$ cat src/rtl/z3_target_seq.sv
`default_nettype none
// ============================================================================
// Module      : z3_target_seq
// Description : Zorro III target-side cycle sequencer. Selects a decode
//               window, frames data phases, and drives acknowledge, bus-error
//               and multiple-transfer handshakes.
// Revision    : 1.0 - initial release
// ============================================================================
module z3_target_seq #(
  parameter int                 NUM_WIN        = 2,
  parameter int                 SYNC_STAGES    = 2,
  parameter int                 TIMEOUT_CYCLES = 255,
  parameter logic [NUM_WIN-1:0] MT_MASK        = '1
) (
  input  logic               CLK,
  input  logic               IORST_n,
  input  logic               FCS_n,
  input  logic [3:0]         DS_n,
  input  logic               MTCR_n,
  input  logic               READ,
  input  logic               DOE,
  input  logic [2:0]         FC,
  input  logic [NUM_WIN-1:0] win_match,
  input  logic [NUM_WIN-1:0] win_ack,
  output logic [NUM_WIN-1:0] sel,
  output logic [2:0]         z3_state,
  output logic               xfer_strobe,
  output logic [3:0]         byte_en,
  output logic               dtack,
  output logic               berr,
  output logic               mtack
);

  localparam int c_CNT_W = (TIMEOUT_CYCLES > 1) ? $clog2(TIMEOUT_CYCLES) : 1;
  localparam logic [c_CNT_W-1:0] c_CNT_LAST = c_CNT_W'(TIMEOUT_CYCLES - 1);

  typedef enum logic [2:0] {
    S_IDLE    = 3'd0,
    S_START   = 3'd1,
    S_DATA    = 3'd2,
    S_END     = 3'd3,
    S_MT_WAIT = 3'd4,
    S_ERR     = 3'd5
  } state_t;

  // Bus strobe synchronizers; they rest at the deasserted (high) level
  logic [SYNC_STAGES-1:0]      r_fcs_sync;
  logic [SYNC_STAGES-1:0]      r_mtcr_sync;
  logic [SYNC_STAGES-1:0][3:0] r_ds_sync;

  logic       fcs_s;
  logic       mtcr_s;
  logic [3:0] ds_s;

  always_ff @(posedge CLK or negedge IORST_n) begin
    if (!IORST_n) begin
      r_fcs_sync  <= '1;
      r_mtcr_sync <= '1;
      r_ds_sync   <= '1;
    end else begin
      r_fcs_sync  <= {r_fcs_sync[SYNC_STAGES-2:0], FCS_n};
      r_mtcr_sync <= {r_mtcr_sync[SYNC_STAGES-2:0], MTCR_n};
      r_ds_sync   <= {r_ds_sync[SYNC_STAGES-2:0], DS_n};
    end
  end

  assign fcs_s  = r_fcs_sync[SYNC_STAGES-1];
  assign mtcr_s = r_mtcr_sync[SYNC_STAGES-1];
  assign ds_s   = r_ds_sync[SYNC_STAGES-1];

  state_t               r_state;
  logic [NUM_WIN-1:0]   r_sel;
  logic [3:0]           r_byte_en;
  logic [c_CNT_W-1:0]   r_cnt;
  logic                 r_xfer;
  logic                 r_dtack;
  logic                 r_berr;
  logic                 r_mtack;

  logic [NUM_WIN-1:0]   w_first_match;
  logic                 w_fc_ok;
  logic                 w_ds_any;
  logic                 w_own_ack;
  logic                 w_mt_first;
  logic                 w_mt_sel;
  logic                 w_data_go;
  logic                 w_mt_go;
  logic                 w_to_idle;
  logic                 w_unused_fc2;

  // Two's-complement trick isolates the lowest set match bit
  assign w_first_match = win_match & (~win_match + NUM_WIN'(1));
  assign w_fc_ok       = FC[1] ^ FC[0];
  assign w_unused_fc2  = FC[2];
  assign w_ds_any      = (ds_s != 4'hF);
  assign w_own_ack     = |(win_ack & r_sel);
  assign w_mt_first    = |(MT_MASK & w_first_match);
  assign w_mt_sel      = |(MT_MASK & r_sel);
  assign w_data_go     = READ | (w_ds_any & DOE);
  assign w_mt_go       = ~mtcr_s & (ds_s == 4'hF) & w_mt_sel;
  // Cycle end aborts every non-idle state; unused codes also fall back to idle
  assign w_to_idle     = fcs_s ? (r_state != S_IDLE) : (r_state > S_ERR);

  always_ff @(posedge CLK or negedge IORST_n) begin
    if (!IORST_n) begin
      r_state   <= S_IDLE;
      r_sel     <= '0;
      r_byte_en <= '0;
      r_cnt     <= '0;
      r_xfer    <= 1'b0;
      r_dtack   <= 1'b0;
      r_berr    <= 1'b0;
      r_mtack   <= 1'b0;
    end else begin
      r_xfer <= 1'b0;
      if (w_to_idle) begin
        r_state   <= S_IDLE;
        r_sel     <= '0;
        r_byte_en <= '0;
        r_cnt     <= '0;
        r_dtack   <= 1'b0;
        r_berr    <= 1'b0;
        r_mtack   <= 1'b0;
      end else begin
        case (r_state)
          S_IDLE: begin
            if (!fcs_s && (|win_match) && w_fc_ok) begin
              r_state <= S_START;
              r_sel   <= w_first_match;
              r_mtack <= w_mt_first;
            end
          end
          S_START: begin
            if (w_data_go) begin
              r_state   <= S_DATA;
              r_byte_en <= ~ds_s;
              r_cnt     <= '0;
              r_xfer    <= 1'b1;
            end
          end
          S_DATA: begin
            if (w_own_ack) begin
              r_state <= S_END;
              r_dtack <= 1'b1;
            end else if (r_cnt == c_CNT_LAST) begin
              r_state <= S_ERR;
              r_berr  <= 1'b1;
              r_mtack <= 1'b0;
            end else begin
              r_cnt <= r_cnt + c_CNT_W'(1);
            end
          end
          S_END: begin
            if (w_mt_go) begin
              r_state <= S_MT_WAIT;
              r_dtack <= 1'b0;
            end
          end
          S_MT_WAIT: begin
            if (w_ds_any) begin
              r_state   <= S_DATA;
              r_byte_en <= ~ds_s;
              r_cnt     <= '0;
              r_xfer    <= 1'b1;
            end
          end
          // Error is held until the master ends the cycle
          default: begin
          end
        endcase
      end
    end
  end

  assign sel         = r_sel;
  assign z3_state    = r_state;
  assign xfer_strobe = r_xfer;
  assign byte_en     = r_byte_en;
  assign dtack       = r_dtack;
  assign berr        = r_berr;
  assign mtack       = r_mtack;

endmodule
`default_nettype wire

$ cat config.mk
export PLATFORM = sky130hd
export DESIGN_NAME = z3_target_seq
export DESIGN_NICKNAME = d
export VERILOG_FILES = /design/src/rtl/z3_target_seq.sv
export SDC_FILE = /design/constraint.sdc
export NUM_CORES = 1
export LEC_CHECK = 0
export BUFFER_PORTS_ARGS = -buffer_cell sky130_fd_sc_hd__buf_2
export CORE_ASPECT_RATIO = 0.75
export CORE_UTILIZATION = 57
export CTS_BUF_LIST = sky130_fd_sc_hd__clkbuf_8
export DETAILED_ROUTE_END_ITERATION = 12
export GPL_TIMING_DRIVEN = 0
export PLACE_DENSITY = 0.82
export RECOVER_POWER = 25
export SETUP_SLACK_MARGIN = 0.5
export SYNTH_ARGS = -nofsm -noshare
export SYNTH_HDL_FRONTEND = slang
export SYNTH_SLANG_ARGS = --single-unit
$ cat constraint.sdc
create_clock -name CLK -period 2.04 [get_ports CLK]
set_clock_uncertainty 0.15 [all_clocks]
set_input_delay 0.306 -clock CLK [delete_from_list [all_inputs] [get_ports CLK]]
set_output_delay 0.306 -clock CLK [all_outputs]
set_load 0.1 [all_outputs]
**Yosys cells after proc, flatten, opt, wreduce, memory -nomap -nowiden**

Index checks and enable logic that the tools add are counted.

- Bits of input ports: 17
- Register bits: 33
- Logic and storage cells: 106
- Output and inout bits: 13

- Reduce and logical (&&, ||, !) cells: 25
- Multiplexer cells: 39
- Add/sub/neg operators: 2
- Bitwise operators: 10
- Equality and inequality tests: 17
- $lt $le $gt $ge: 1

Operators with widths:

| kind | number |
|---|---|
| 2-to-1 mux 8 bit | 5 |
| inequality test 3 bit, second input constant | 8 |
| case mux 8 bit (3 select lines) | 1 |
| 2-to-1 mux 3 bit | 7 |
| 2-to-1 mux 1 bit | 15 |
| case mux 3 bit (5 select lines) | 1 |
| 2-to-1 mux 4 bit | 3 |
| nonzero test 3 bit | 4 |
| AND reduction 3 bit | 3 |
| adder 8 x 1 -> 8 bit, second input constant | 1 |
| == test 8 bit, second input constant | 1 |
| inequality test 4 bit, second input constant | 2 |
| case mux 4 bit (2 select lines) | 1 |
| nonzero test 2 bit | 4 |
| OR reduction 2 bit | 4 |
| == test 3 x 2 -> 1 bit, second input constant | 2 |
| 2-to-1 mux 2 bit | 3 |
| case mux 1 bit (2 select lines) | 3 |
| AND reduction 6 bit | 1 |
| nonzero test 6 bit | 1 |
| AND reduction 5 bit | 1 |
| bitwise AND 2 bit | 2 |
| == test 4 bit, second input constant | 1 |
| NOT 4 bit | 1 |
| 16 further kinds | 19 |

**Longest topological paths before layout**

- Depth after elaboration: 7
- Gate-level depth with buffers: 7
- Depth with buffers taken out: 6

**Worst setup path after synthesis**

No wires, ideal clock.

- Kind: reg2reg
- Start: register r_state[0], in the netlist z3_state[0]
- End: register r_cnt[6]
- Setup time: 0.126 ns
- Setup slack: -0.439 ns
- Clock period less this slack: 2.479 ns
- Data arrival time: 2.203 ns
- Data required time: 1.764 ns
- Cell stages (with the launch flop): 8
- Path buffers: 2
- Cells stage by stage: dfrtp_1 > buf_6 > nor3_2 > nor3_2 > o31ai_1 > or2_1 > buf_6 > a221o_1

- Word-level cells in the longest chain between the ends: 4
- Elaborated cells on any way between the ends: 14
- Those cells by class: 1 x order compare; 7 x eq/ne; 3 x mux; 3 x reduce/logical

Ends and longest elaborated chain:

| element | line | RTL |
|---|---|---|
| start: declaration | 71 | `state_t r_state;` |
| start signal: assignment | 106 | `r_state <= S_IDLE;` |
| start signal: assignment | 117 | `r_state <= S_IDLE;` |
| start signal: assignment | 128 | `r_state <= S_START;` |
| greater-than comparator 3 bit / nonzero test 3 bit (equally long branches) | 102 | `assign w_to_idle = fcs_s ? (r_state != S_IDLE) : (r_state > S_ERR);` |
| 2-to-1 mux 1 bit | 102 |  |
| inequality test 3 bit (no line) / nonzero test 4 bit (equally long branches) | - |  |
| AND reduction 5 bit (no line) | - |  |
| end signal: assignment | 150 | `r_cnt <= r_cnt + c_CNT_W'(1);` |
| end: declaration | 74 | `logic [c_CNT_W-1:0] r_cnt;` |

Several ways; a longest one is shown, not always the timed one.
A chain may end at the register's enable or synchronous reset.

**Worst setup path after layout**

- Start: register r_ds_sync, in the netlist ds_s[2]
- End: register r_state[2], in the netlist z3_state[2]

- Word-level cells in the longest chain between the ends: 5
- Elaborated cells on any way between the ends: 10
- Those cells by class: 5 x eq/ne; 4 x bitwise; 1 x reduce/logical

Ends and longest elaborated chain:

| element | line | RTL |
|---|---|---|
| start: declaration | 49 | `logic [SYNC_STAGES-1:0][3:0] r_ds_sync;` |
| start signal: assignment | 63 | `r_ds_sync <= {r_ds_sync[SYNC_STAGES-2:0], DS_n};` |
| == test 4 bit / inequality test 4 bit (equally long branches) | 100, 95 |  |
| bitwise AND 1 bit (on tied branches) | 100, 99 |  |
| bitwise AND 1 bit / bitwise OR 1 bit (equally long branches) | 100, 99 |  |
| inequality test 3 bit (no line) | - |  |
| AND reduction 6 bit (no line) (*) | - |  |

Every way passes the cells marked *; elsewhere a longest branch is shown, timed or not.

==> results.sh <==
export IMPL_power_total_w=0.003601
export IMPL_netlist_area_sq_um=1623
export IMPL_post_synth_cell_area_avg_sq_um=10.82
export IMPL_yosys_cell_types_count=49
export IMPL_hold_class="primary input to flip-flop"
export IMPL_vias=1711
export IMPL_drt_iter0_markers=216
export IMPL_met3_length_um=537
export IMPL_dieArea_sq_um=3067
export IMPL_power_leakage_nw=1.058
export IMPL_maxUsedRoutingLayer="met4"
export IMPL_synth_nets=169
export IMPL_io_buffers=28
export IMPL_final_cell_mix="buf_4, buf_2, dfrtp_1"
export IMPL_drive_above_1_share_pct=52.56
export IMPL_ys_warn_count=0
export IMPL_routed_via_density=6.817
export IMPL_synthArstFlopShare_pct=100.0
export IMPL_pre_cts_slack_ns=-0.07816
export IMPL_violations="negative setup slack"
export IMPL_die_x_um=63.61
export IMPL_slowest_delay_ns=0.56
export IMPL_ant_nets=0
export IMPL_worst_slack_ns=-0.09021
export IMPL_place_hpwl_um=2357
export IMPL_cp_data_required_time_ns=2.06
export IMPL_max_slew_margin_rel_pct=46.72
export IMPL_run_status="finished with violations"
export IMPL_totalWireLength_um=5542
export IMPL_die_h_um=48.21
export IMPL_max_slew_worst_pin_slew_ns=0.7992
export IMPL_synth_main_ff_cell="dfrtp_1"
export IMPL_numCtsBuffers=5
export IMPL_clk_latency_ns=0.28
export IMPL_path_class="flip-flop to flip-flop"
export IMPL_gp_congestion=0.9678
export IMPL_netlist_instances=150
export IMPL_grt_usage_pct=27.35
export IMPL_root_buffer="clkbuf_8"
export IMPL_timing_final_crit_share_pct=104.4
export IMPL_p_per_area_nw_per_um2=1502
export IMPL_io_pins=30
export IMPL_critPathBufInv=0
export IMPL_finalHoldViolCount=0
export IMPL_rows=16
export IMPL_start_kind="flip-flop"
export IMPL_ys_seq_area_share_pct=51.81
export IMPL_arrival_ns=2.15
export IMPL_rsz0062_at_grt="true"
export IMPL_final_nets=233
export IMPL_initial_core_util_pct=60.95
export IMPL_synth_edff_count=0
export IMPL_antenna_found_initial=0
export IMPL_cts_htree_levels=2
export IMPL_route_met2_wl_um=2683
export IMPL_cp_end_kind="flip-flop"
export IMPL_layout_commonest_cell="buf_4"
export IMPL_grt_pass1_vias=1298
export IMPL_met1Wirelength_um=2052
export IMPL_setup_viol=3
export IMPL_grt_max_degree=34
export IMPL_crit_family="compound AO/OA/AOI/OAI gates"
export IMPL_peakVddDrop_v=0.0008619
export IMPL_gr_total_overflow=0
export IMPL_tritoncts="yes"
export IMPL_clk_path_buf_depth=2
export IMPL_drv_slew=0
export IMPL_crit_chain="nand4_4 -> o31ai_1 -> nand3b_1 -> o32a_1"
export IMPL_first_pass_iters=5
export IMPL_antennaDiodeCount=0
export IMPL_drv_cap=0
export IMPL_cts_sinks=33
export IMPL_clk_pin_slew_worst_paths_ns=0.07
export IMPL_ys_ff_latch=33
export IMPL_post_route_util_pct=90.04
export IMPL_slowest_stage="dfstp_2"
export IMPL_drcViolationCount=0
export IMPL_finalCriticalPeriod_ns=2.130
export IMPL_syn2layout_area_growth_pct=47.73
export IMPL_worst_path_max_fanout=5
export IMPL_fmax_mhz=469.4
export IMPL_wl_per_cell_um=22.08
export IMPL_core_sq_um=2663
export IMPL_grt_pass1_wl_um=6016
-- final cells by class --
cell class	instances	area (sq um)
multi-input combinational	106	907.1
sequential	33	857.1
timing repair buffer	57	436.7
fill	98	265.3
clock buffer	5	68.82
tap	36	45.04
buffer	5	43.79
inverter	6	22.52
clock inverter	3	16.27
-- per-stage QoR --
step / hold slack [ns] / area, sq um / TNS [ns] / instances
after floorplan: -0.1396 / 1637 / -0.2871 / 150
after CTS: 0.08446 / 2137 / 0 / 238
after global placement: 0.1953 / 1822 / -0.04855 / 214
final: 0.1133 / 2397 / -0.1771 / 251
after global routing: 0.1076 / 2397 / -0.2451 / 251
after detailed placement: 0.1987 / 1822 / -0.1131 / 214
-- what timing repair did --
action                                  4_1_cts  5_1_grt
pin swaps                                    16       16
endpoints found under the hold margin        27        0
endpoints found under the setup margin       26       27
buffers inserted                              9       13
cloned                                        0        0
gates resized for setup                      23       42
hold buffers                                  7        0
-- worst paths after layout --
check                             startpoint          end  slack (ns)  cells after the start
worst max-delay path                 ds_s[2]  z3_state[2]       -0.09                      4
worst min-delay path            win_match[0]       sel[1]        0.11                      2
worst max register to register       ds_s[2]  z3_state[2]       -0.09                      4
worst min register to register  r_ds_sync[3]      ds_s[3]        0.21                      0
max in group asynchronous            IORST_n  z3_state[0]        0.67                      2
min in group asynchronous            IORST_n   byte_en[2]        0.49                      2
-- power breakdown --
part | total, W | internal [W] | switching, W
logic | 0.00219 | 0.000725 | 0.00146
registers | 0.000939 | 0.000799 | 0.000140
clock network | 0.000473 | 0.000236 | 0.000237
-- metal layers --
layer / vias up / GRT usage [%]
li1: 708 / -
met1: 796 / 36.08
met2: 166 / 43.62
met3: 41 / 5.841
met4: 0 / 15.91
met5: - / 0
-- synthesized netlist by cell type (2+ instances only) --
cell type | instances | area (sq um)
a211o_1 | 5 | 43.79
a21oi_1 | 2 | 10.01
a221o_1 | 2 | 20.02
a22o_1 | 2 | 17.52
and3_1 | 7 | 43.79
and4_1 | 2 | 17.52
buf_6 | 2 | 22.52
dfrtp_1 | 21 | 525.5
dfstp_2 | 12 | 315.3
ha_1 | 2 | 25.02
inv_1 | 5 | 18.77
nand2_1 | 15 | 56.30
nand3_1 | 3 | 15.01
nand4_1 | 3 | 18.77
nor2_1 | 11 | 41.29
nor3_1 | 7 | 35.03
nor3_2 | 2 | 20.02
nor4bb_1 | 2 | 20.02
o21a_1 | 3 | 22.52
o21ai_0 | 6 | 30.03
o2bb2ai_1 | 4 | 35.03
o31ai_1 | 5 | 37.54
-- logic make-up (layout without fill, tap and decap cells) --
kind of cell	after synthesis	after routing	share of synthesized area, %
buffers and inverters	11	76	3.777
AO/OA/AOI/OAI	44	44	21.36
flip-flops	33	33	51.81
XOR/XNOR	1	1	0.5398
adder cells (fa/ha/maj)	2	2	1.542
multiplexers	1	1	0.6168
AND/OR/NAND/NOR	58	58	20.35
-- registers in the layout, indices dropped and copies added, names as in the netlist --
name	flops
r_cnt	8
byte_en	4
ds_s	4
r_ds_sync	4
z3_state	3
r_fcs_sync	2
r_mtcr_sync	2
sel	2
berr	1
dtack	1
mtack	1
xfer_strobe	1
-- worst reg2reg max path: stages, from the launching register on --
cell	delay [ns]
dfstp_2	0.56
nand4_4	0.18
o31ai_1	0.44
nand3b_1	0.28
o32a_1	0.41
(Power assumes the default switching activity.)
